$ cat src/rtl/piso_serializer_if.sv
//------------------------------------------------------------------------------
// Module : piso_serializer_if
// Brief  : Load handshake and serial output bundle for piso_serializer.
// Rev    : 1.0  initial release
//------------------------------------------------------------------------------
`default_nettype none

interface piso_serializer_if #(
  parameter int WIDTH = 8
);
  logic             load_valid;
  logic             load_ready;
  logic [WIDTH-1:0] load_data;
  logic             ser_enable;
  logic             ser_out;
  logic             ser_out_n;
  logic             ser_valid;
  logic             frame_start;
  logic             done;

  modport master (
    output load_valid, load_data, ser_enable,
    input  load_ready, ser_out, ser_out_n, ser_valid, frame_start, done
  );

  modport slave (
    input  load_valid, load_data, ser_enable,
    output load_ready, ser_out, ser_out_n, ser_valid, frame_start, done
  );
endinterface

`default_nettype wire

$ cat src/rtl/piso_serializer.sv
//------------------------------------------------------------------------------
// Module : piso_serializer
// Brief  : Parallel-in serial-out shifter with valid/ready load and done pulse.
//          Define PARITY_EN to append an even-parity bit to every frame.
// Rev    : 1.0  initial release
//------------------------------------------------------------------------------
`default_nettype none

module piso_serializer #(
  parameter int WIDTH     = 8,
  parameter bit MSB_FIRST = 1'b1
) (
  input  wire logic        clk,
  input  wire logic        reset,
  piso_serializer_if.slave bus
);

  localparam int              CNT_W = $clog2(WIDTH) + 1;
  localparam logic [CNT_W-1:0] LAST = CNT_W'(WIDTH - 1);

`ifdef PARITY_EN
  typedef enum logic [1:0] {IDLE = 2'd0, SHIFT = 2'd1, PAR = 2'd2} state_t;
`else
  typedef enum logic [0:0] {IDLE = 1'b0, SHIFT = 1'b1} state_t;
`endif

  state_t           state_q, state_d;
  logic [WIDTH-1:0] shift_q, shift_d;
  logic [CNT_W-1:0] cnt_q, cnt_d;
  logic             done_q, done_d;
`ifdef PARITY_EN
  logic             parity_q, parity_d;
`endif

  logic             cur_bit;
  logic [WIDTH-1:0] shifted;

  generate
    if (MSB_FIRST) begin : g_msb_first
      assign cur_bit = shift_q[WIDTH-1];
      assign shifted = {shift_q[WIDTH-2:0], 1'b0};
    end else begin : g_lsb_first
      assign cur_bit = shift_q[0];
      assign shifted = {1'b0, shift_q[WIDTH-1:1]};
    end
  endgenerate

  always_ff @(posedge clk) begin
    if (reset) begin
      state_q  <= IDLE;
      shift_q  <= '0;
      cnt_q    <= '0;
      done_q   <= 1'b0;
`ifdef PARITY_EN
      parity_q <= 1'b0;
`endif
    end else begin
      state_q  <= state_d;
      shift_q  <= shift_d;
      cnt_q    <= cnt_d;
      done_q   <= done_d;
`ifdef PARITY_EN
      parity_q <= parity_d;
`endif
    end
  end

  always_comb begin
    state_d  = state_q;
    shift_d  = shift_q;
    cnt_d    = cnt_q;
    done_d   = 1'b0;
`ifdef PARITY_EN
    parity_d = parity_q;
`endif
    case (state_q)
      IDLE: begin
        if (bus.load_valid) begin
          shift_d  = bus.load_data;
          cnt_d    = '0;
          state_d  = SHIFT;
`ifdef PARITY_EN
          parity_d = ^bus.load_data;
`endif
        end
      end
      SHIFT: begin
        if (bus.ser_enable) begin
          shift_d = shifted;
          if (cnt_q == LAST) begin
            cnt_d   = '0;
`ifdef PARITY_EN
            state_d = PAR;
`else
            state_d = IDLE;
            done_d  = 1'b1;
`endif
          end else begin
            cnt_d = cnt_q + 1'b1;
          end
        end
      end
`ifdef PARITY_EN
      PAR: begin
        if (bus.ser_enable) begin
          state_d = IDLE;
          done_d  = 1'b1;
        end
      end
`endif
      default: state_d = IDLE;
    endcase
  end

  // Serial outputs are decoded from flops only; ser_enable never reaches them.
  always_comb begin
    bus.ser_out = 1'b0;
    case (state_q)
      SHIFT:   bus.ser_out = cur_bit;
`ifdef PARITY_EN
      PAR:     bus.ser_out = parity_q;
`endif
      default: bus.ser_out = 1'b0;
    endcase
  end

  assign bus.ser_out_n   = ~bus.ser_out;
  assign bus.ser_valid   = (state_q != IDLE);
  assign bus.load_ready  = (state_q == IDLE);
  assign bus.frame_start = (state_q == SHIFT) && (cnt_q == '0);
  assign bus.done        = done_q;

endmodule

`default_nettype wire

$ cat src/flat_wrapper.sv
// flat-port wrapper written by rule: the top's interface ports become plain ports
module piso_serializer_flat 
#(
  parameter int WIDTH     = 8,
  parameter bit MSB_FIRST = 1'b1
)
  (clk, reset, bus_load_valid, bus_load_data, bus_ser_enable, bus_load_ready, bus_ser_out, bus_ser_out_n, bus_ser_valid, bus_frame_start, bus_done);
  piso_serializer_if #(.WIDTH(WIDTH)) bus_i ();
  input  wire logic clk;
  input  wire logic reset;
  input wire logic [$bits(bus_i.load_valid)-1:0] bus_load_valid;
  input wire logic [$bits(bus_i.load_data)-1:0] bus_load_data;
  input wire logic [$bits(bus_i.ser_enable)-1:0] bus_ser_enable;
  output wire logic [$bits(bus_i.load_ready)-1:0] bus_load_ready;
  output wire logic [$bits(bus_i.ser_out)-1:0] bus_ser_out;
  output wire logic [$bits(bus_i.ser_out_n)-1:0] bus_ser_out_n;
  output wire logic [$bits(bus_i.ser_valid)-1:0] bus_ser_valid;
  output wire logic [$bits(bus_i.frame_start)-1:0] bus_frame_start;
  output wire logic [$bits(bus_i.done)-1:0] bus_done;
  assign bus_i.load_valid = bus_load_valid;
  assign bus_i.load_data = bus_load_data;
  assign bus_i.ser_enable = bus_ser_enable;
  assign bus_load_ready = bus_i.load_ready;
  assign bus_ser_out = bus_i.ser_out;
  assign bus_ser_out_n = bus_i.ser_out_n;
  assign bus_ser_valid = bus_i.ser_valid;
  assign bus_frame_start = bus_i.frame_start;
  assign bus_done = bus_i.done;
  piso_serializer #(.WIDTH(WIDTH), .MSB_FIRST(MSB_FIRST)) u_core (.clk(clk), .reset(reset), .bus(bus_i));
endmodule
$ cat config.mk
export PLATFORM = sky130hd
export DESIGN_NAME = piso_serializer_flat
export DESIGN_NICKNAME = d
export VERILOG_FILES = /design/src/rtl/piso_serializer_if.sv /design/src/rtl/piso_serializer.sv /design/src/flat_wrapper.sv
export SDC_FILE = /design/constraint.sdc
export NUM_CORES = 1
export LEC_CHECK = 0
export CORE_MARGIN = 10
export CORE_UTILIZATION = 49
export CTS_CLUSTER_DIAMETER = 200
export DETAILED_ROUTE_END_ITERATION = 16
export PLACE_DENSITY = 0.87
export SYNTH_ARGS = -nofsm -noshare
export SYNTH_HDL_FRONTEND = slang
export SYNTH_SLANG_ARGS = --single-unit
$ cat constraint.sdc
create_clock -name clk -period 2.9 [get_ports clk]
set_input_delay 0.29 -clock clk [delete_from_list [all_inputs] [get_ports clk]]
set_output_delay 0.29 -clock clk [all_outputs]
set_load 0.1 [all_outputs]
Word level (Yosys, flattened, before mapping). Cells that the tools add are included.

Bits of input ports: 12. Word-level logic and storage cells: 28. Register bits after elaboration: 14. Output and inout port bits: 6.

Bitwise logic cells: 3. Add/subtract/negate cells: 1. Eq/ne operators: 3. Reductions and logical operators: 4. Multiplexer cells: 13.

Operator list (count): $mux 8 (2); $pmux 8 s2 (1); $mux 4 (3); $pmux 4 s2 (1); $mux 1 (5); $add 4x1->4 const B (1); $eq 4x3->1 const B (1); $logic_not 4->1 (1); $ne 2x2->1 const B (2); $not 1->1 (3); $reduce_or 3->1 (1); $pmux 1 s2 (1); $reduce_and 2->1 (1); $logic_and 1x1->1 (1).

Longest topological paths before layout. Gate-level depths: netlist of run 1.

Word-level depth: 4. Mapped depth: 5. Depth with buffers taken out: 4.

Worst setup path after synthesis of run 1. No wires, ideal clock.

Path type: register to output. Start point: register u_core.state_q, in the netlist u_core.bus.ser_valid. End point: output bus_frame_start. Arrival time: 3.525 ns. Buffers on the path: 2. Required time: 2.610 ns. Cell stages (with the launch flop): 5. Setup slack: -0.915 ns. Cell sequence: dfxtp_1 -> buf_6 -> buf_2 -> nand2_1 -> nor3_1.

Longest elaborated chain between the ends: 1.

RTL lines: start: declaration (RTL line piso_serializer.sv:27) `state_t state_q, state_d;`; start signal: assignment (RTL line piso_serializer.sv:58) `state_q <= state_d;`; $logic_and 1x1->1 (RTL line piso_serializer.sv:130) `assign bus.frame_start = (state_q == SHIFT) && (cnt_q == '0);`; end: declaration (RTL line flat_wrapper.sv:18) `output wire logic [$bits(bus_i.frame_start)-1:0] bus_frame_start;`.

No other way between the ends.

Worst setup path in the final report of run 1.
Start point: register u_core.state_q, in the netlist u_core.bus.ser_valid. End point: output bus_ser_out.

Longest elaborated chain between the ends: 1.

RTL lines: $mux 1 (RTL line piso_serializer.sv:118) `case (state_q)`; end: declaration (RTL line flat_wrapper.sv:15) `output wire logic [$bits(bus_i.ser_out)-1:0] bus_ser_out;`.

No other way between the ends.

==> results of run 1 <==
## power groups by stage
stage	Combinational (uW)	Clock (uW)	Sequential [uW]
detailed placement	95.4	0	222
global route	103	149	219
global placement	94.0	0	221
finish	94.8	140	217
CTS	96.0	144	217
floorplan	71.0	0	221
## cell usage after synthesis (2+ instances only)
library cell / instances / area, um2
a211oi_1: 7 / 52.6
a21oi_1: 2 / 10.0
a31oi_1: 2 / 12.5
a32oi_1: 2 / 17.5
buf_6: 2 / 22.5
dfxtp_1: 14 / 280
ha_1: 2 / 25.0
inv_1: 4 / 15.0
mux2i_1: 8 / 80.1
nand2_1: 5 / 18.8
nand4_1: 2 / 12.5
nor2_1: 11 / 41.3
nor3_1: 4 / 20.0
## worst paths after layout
| path | end | cells after the start | slack [ns] | start |
|---|---|---|---|---|
| hold reg to reg | u_core.shift_q[2] | 2 | 0.50 | u_core.shift_q[2] |
| setup / recovery | bus_ser_out | 3 | 1.12 | u_core.bus.ser_valid |
| setup reg to reg | u_core.shift_q[7] | 2 | 1.52 | u_core.bus.ser_valid |
| hold / removal | u_core.shift_q[2] | 2 | 0.50 | u_core.shift_q[2] |
## sequential cells by signal (all words and copies together), names as in the netlist
signal                count
u_core.bus.done           1
u_core.shift_q            8
u_core.cnt_q              4
u_core.bus.ser_valid      1
## worst reg2reg max path: cells and delay by family, from the launching register on
| kind | cells | cell delay, ns |
|---|---|---|
| AOI/OAI and AO/OA | 1 | 0.23 |
| muxes | 1 | 0.42 |
| DFF | 1 | 0.65 |
## through the flow
stage	utilization	std cells	hold slack [ns]	power [uW]
after CTS	0.662	105	0.509	457
after global routing	0.662	105	0.527	472
after detailed placement	0.634	101	0.495	317
after floorplan	-	74	0.362	292
after global placement	0.634	101	0.479	315
final	0.662	105	0.504	453
## metal layers
| layer | vias to the layer above | routed length [um] | global-route usage |
|---|---|---|---|
| li1 | 298 | - | - |
| met2 | 13 | 640 | 0.140 |
| met5 | - | 0 | 0 |
| met4 | 0 | 29 | 0.0403 |
| met3 | 4 | 87 | 0.0354 |
| met1 | 251 | 612 | 0.102 |
## final cells by class
cell class | count | area (um2)
Inverter | 4 | 18.8
Multi-Input combinational cell | 51 | 350
Sequential cell | 14 | 282
Clock buffer | 4 | 36.3
Tap cell | 15 | 18.8
Timing Repair Buffer | 17 | 155
Fill cell | 119 | 440
## logic make-up after synthesis
kind of cell	share of synthesized area
and+or+nand+nor	0.172
AOI/OAI and AO/OA	0.161
DFF	0.414
buffers and inverters	0.0758
muxes	0.140
adders and majority gates	0.0370
==> impl_metrics.tcl, run 1 <==
set metrics [dict create \
    firstDrtPassIters 4 \
    fin_nets 105 \
    gr-usage-all-layers 0.0885 \
    dp_hpwl_mm 1.03 \
    syn_nets 88 \
    cts_buffer_depth 2 \
    synth_edf_count 0 \
    layout_commonest_cell "dfxtp_1" \
    grt_max_degree 22 \
    crit_fanout 21 \
    grt_pass1_wl_mm 2.43 \
    hold_violations 0 \
    swShare 0.298 \
    cts_htree_levels 1 \
    synthCells 74 \
    max-cap-violations 0 \
    yosys_most_used_dff "dfxtp_1" \
    drt_wl_total_mm 1.37 \
    vias_per_cell 5.39 \
    root_buffer "clkbuf_4" \
    gp_congestion 0.833 \
    layout_worst_path_cycle_share 0.615 \
    timing.final.ws_setup_ns 1.12 \
    fin_skew_ns 0.00339 \
    pre_cts_ws_ns 1.24 \
    rsz0062_at_grt "no" \
    critPathCaptureType "output pin" \
    internal_power_uw 318 \
    fp.dieW_um 57.2 \
    coreArea_mm2 0.00130 \
    slew_headroom 0.672 \
    cts_tree "built" \
    final_cell_mix "dfxtp_1 (13), nor2_1 (11), clkdlybuf4s50_1 (11), mux2i_1 (8), a211oi_1 (7)" \
    maxSlewViolCount 0 \
    power_switching_uw 135 \
    status "complete, no violations" \
    grt_pass1_vias 558 \
    hold_class "flop to flop" \
    num_io_pins 18 \
    drive_gt1_frac 0.167 \
    postPlaceCellArea_um2 825 \
    postCtsSetupRepairBufs 0 \
    path_cells "nand2_1 > clkinvlp_4 > buf_4" \
    cts_hold_buffers 0 \
    async_flop_share 0 \
    avgSynthCellArea_um2 9.15 \
    design_area_um2 861 \
    synth_warnings 0 \
    drc 0 \
    drt_iter0_drc 8 \
    power_density_mw_per_mm2 526 \
    path_clk_slew_ns 0.08 \
    worst_ep_arrival_time_ns 1.49 \
    rows 13 \
    netlist_area_um2 677 \
    leakagePower_uw 0.000335 \
    die_area_mm2 0.00327 \
    clock.fmax_ghz 0.560 \
    pwr-share-seq 0.480 \
    antenna_found_initial 0 \
    tns_ns 0 \
    die_h_um 57.2 \
    startpoint_type "flop" \
    gr-total-overflow 0 \
    ys_seq_elements 14 \
    path_buf_inv 2 \
    clk_latency_ns 0.28 \
    critPathKind "flop to output pin" \
    cts_sinks 14 \
    setup_violations 0 \
    slowest_stage "dfxtp_2" \
    synth_seq_area_share 0.414 \
    io_buffers 17 \
    tightest_slew_ns 0.491 \
    max_stage_delay_ns 0.65 \
    cts_resized 0 \
    ir_drop_uv 418 \
    wl_per_cell_um 13.0 \
    cts_buffers 3 \
    combPwrFrac 0.209 \
    area_growth_pct 27.2 \
    post-route-min-period_ns 1.78 \
    via_count 566 \
    critical-path-top-delay-family "flip-flops" \
    n_antenna_cell 0 \
    ant_nets 0 \
    crit_required_ns 2.61 \
    clockPowerShare 0.310 \
    initial_utilization 0.520 \
    ys_types 22 \
]
Note: power is estimated with default switching activity, not from simulation.
==> inputs of run 2 (changes only) <==
--- a/config.mk
+++ b/config.mk
@@ -6,10 +6,10 @@
 export NUM_CORES = 1
 export LEC_CHECK = 0
 export CORE_MARGIN = 10
-export CORE_UTILIZATION = 49
+export CORE_UTILIZATION = 41
 export CTS_CLUSTER_DIAMETER = 200
 export DETAILED_ROUTE_END_ITERATION = 16
-export PLACE_DENSITY = 0.87
+export PLACE_DENSITY = 0.78
 export SYNTH_ARGS = -nofsm -noshare
 export SYNTH_HDL_FRONTEND = slang
 export SYNTH_SLANG_ARGS = --single-unit
==> constraint.sdc (replaced) <==
create_clock -name clk -period 1.5 [get_ports clk]
set_input_delay 0.15 -clock clk [delete_from_list [all_inputs] [get_ports clk]]
set_output_delay 0.15 -clock clk [all_outputs]
set_load 0.1 [all_outputs]
==> run 2 against run 1 <==
Compared with the run above:
- sequential share of layout area is 5.4 points lower
- worst hold slack lost 0.026 ns
- flip-flop and latch count is the same
- critical path type unchanged
- critical endpoint is now bus_frame_start
- die area is 12% higher
- core utilization up 1.9 points
==> impl_metrics.tcl, run 2 (same netlist as run 1, synthesis figures left out) <==
set metrics [dict create \
    vias_per_cell 5.26 \
    worst_ep_arrival_time_ns 1.30 \
    setup_violations 0 \
    fin_nets 116 \
    hold_violations 0 \
    root_buffer "clkbuf_4" \
    maxSlewViolCount 0 \
    grt_max_degree 18 \
    num_io_pins 18 \
    crit_start "u_core.cnt_q[1]" \
    initial_utilization 0.439 \
    crit_required_ns 1.35 \
    n_fill_cell 125 \
    grt_pass1_vias 559 \
    layout_worst_path_cycle_share 0.970 \
    via_count 616 \
    io_buffers 17 \
    die_h_um 60.6 \
    post-route-min-period_ns 1.45 \
    dp_hpwl_mm 1.06 \
    area_growth_pct 54.9 \
    total_power_uw 944 \
    critPathCaptureType "output pin" \
    status "complete, no violations" \
    largest_reg_flops 8 \
    reg.largest.list "u_core.shift_q: 8 flops, u_core.cnt_q: 4 flops" \
    final_cell_mix "nor2_1 (11), clkdlybuf4s50_1 (11), buf_4 (11), dfxtp_1 (11), mux2i_1 (8)" \
    reg2reg_depth 4 \
    power_density_mw_per_mm2 900 \
    gp_congestion 0.802 \
    ir_drop_uv 717 \
    r2r_end "u_core.cnt_q[3]" \
    cts_htree_levels 1 \
    clk_latency_ns 0.29 \
    fp.dieW_um 60.6 \
    drive_gt1_frac 0.317 \
    slew_headroom 0.650 \
    clock.fmax_ghz 0.687 \
    max-cap-violations 0 \
    antenna_found_initial 0 \
    tightest_slew_ns 0.523 \
    die_area_mm2 0.00368 \
    timing.final.ws_setup_ns 0.0451 \
    cts_buffer_depth 2 \
    cts_hold_buffers 0 \
    critPathKind "flop to output pin" \
    wl_per_cell_um 12.9 \
    cts_tree "built" \
    drt_wl_total_mm 1.52 \
    path_clk_slew_ns 0.08 \
    leakagePower_uw 0.000425 \
    drc 0 \
    n_antenna_cell 0 \
    cts_buffers 3 \
    startpoint_type "flop" \
    fin_skew_ns 0.00361 \
    hold_class "flop to flop" \
    rows 14 \
    top_register "u_core.shift_q" \
    pre_cts_ws_ns 0.0348 \
    cts_sinks 14 \
    drt_iter0_drc 13 \
    crit_fanout 3 \
    firstDrtPassIters 4 \
    gr-usage-all-layers 0.0869 \
    gr-total-overflow 0 \
    reg2reg_slack_ns 0.15 \
    ant_nets 0 \
    coreArea_mm2 0.00154 \
    grt_pass1_wl_mm 2.46 \
    crit_end "bus_frame_start" \
    rr_startpoint "u_core.cnt_q[0]" \
]
[run 2: repair_timing]
item	CTS	global route
endpoints found under the setup margin	1	1
pin swaps	1	2
setup buffers	0	9
gates resized for setup	1	3
[run 2: how the worst min path moves through the flow]
stage	start	to	slack, ns	cells after the start
after floorplan	reset	u_core.bus.ser_valid	0.22	1
after global placement	u_core.cnt_q[0]	u_core.cnt_q[0]	0.48	2
after detailed placement	u_core.shift_q[0]	u_core.shift_q[0]	0.49	2
after CTS	bus_load_data[2]	u_core.shift_q[2]	0.50	3
after global routing	bus_load_data[2]	u_core.shift_q[2]	0.50	3
final	u_core.cnt_q[0]	u_core.cnt_q[0]	0.48	2
[run 2: per-stage QoR]
stage	setup TNS [ns]	util	instance area [um2]	instances	hold slack, ns
after floorplan	-0.787	-	724	74	0.219
after global placement	0	0.610	940	104	0.476
after detailed placement	0	0.610	940	104	0.487
after CTS	0	0.635	978	108	0.499
after global routing	-0.000349	0.680	1050	117	0.501
final	0	0.680	1050	117	0.478
[run 2: metal layers]
layer / wire length [um] / vias to the layer above / GRT usage / share of wire
li1: - / 319 / - / -
met1: 652 / 273 / 0.101 / 0.43
met2: 697 / 19 / 0.125 / 0.46
met3: 116 / 5 / 0.0313 / 0.077
met4: 50 / 0 / 0.0690 / 0.033
met5: 0 / - / 0 / 0
[run 2: cell type report]
class / instances / area [um2] / share of cell area
Tap cell: 16 / 20.0 / 0.0191
Timing Repair Buffer: 28 / 313 / 0.298
Multi-Input combinational cell: 51 / 374 / 0.357
Clock buffer: 4 / 36.3 / 0.0346
Sequential cell: 14 / 287 / 0.273
Inverter: 4 / 18.8 / 0.0179
[run 2: critical path, cell delays in order, from the launching register on]
cell and delay (ns):
dfxtp_2 0.33, inv_1 0.05, ha_2 0.19, nand2_4 0.05, nor3_4 0.19, buf_12 0.20
[run 2: power by group]
part           internal, uW  total [uW]  switching (uW)  leakage, uW
Combinational           118         249             132     0.000287
Sequential              394         414            19.9     0.000117
Clock                   148         280             132    0.0000210
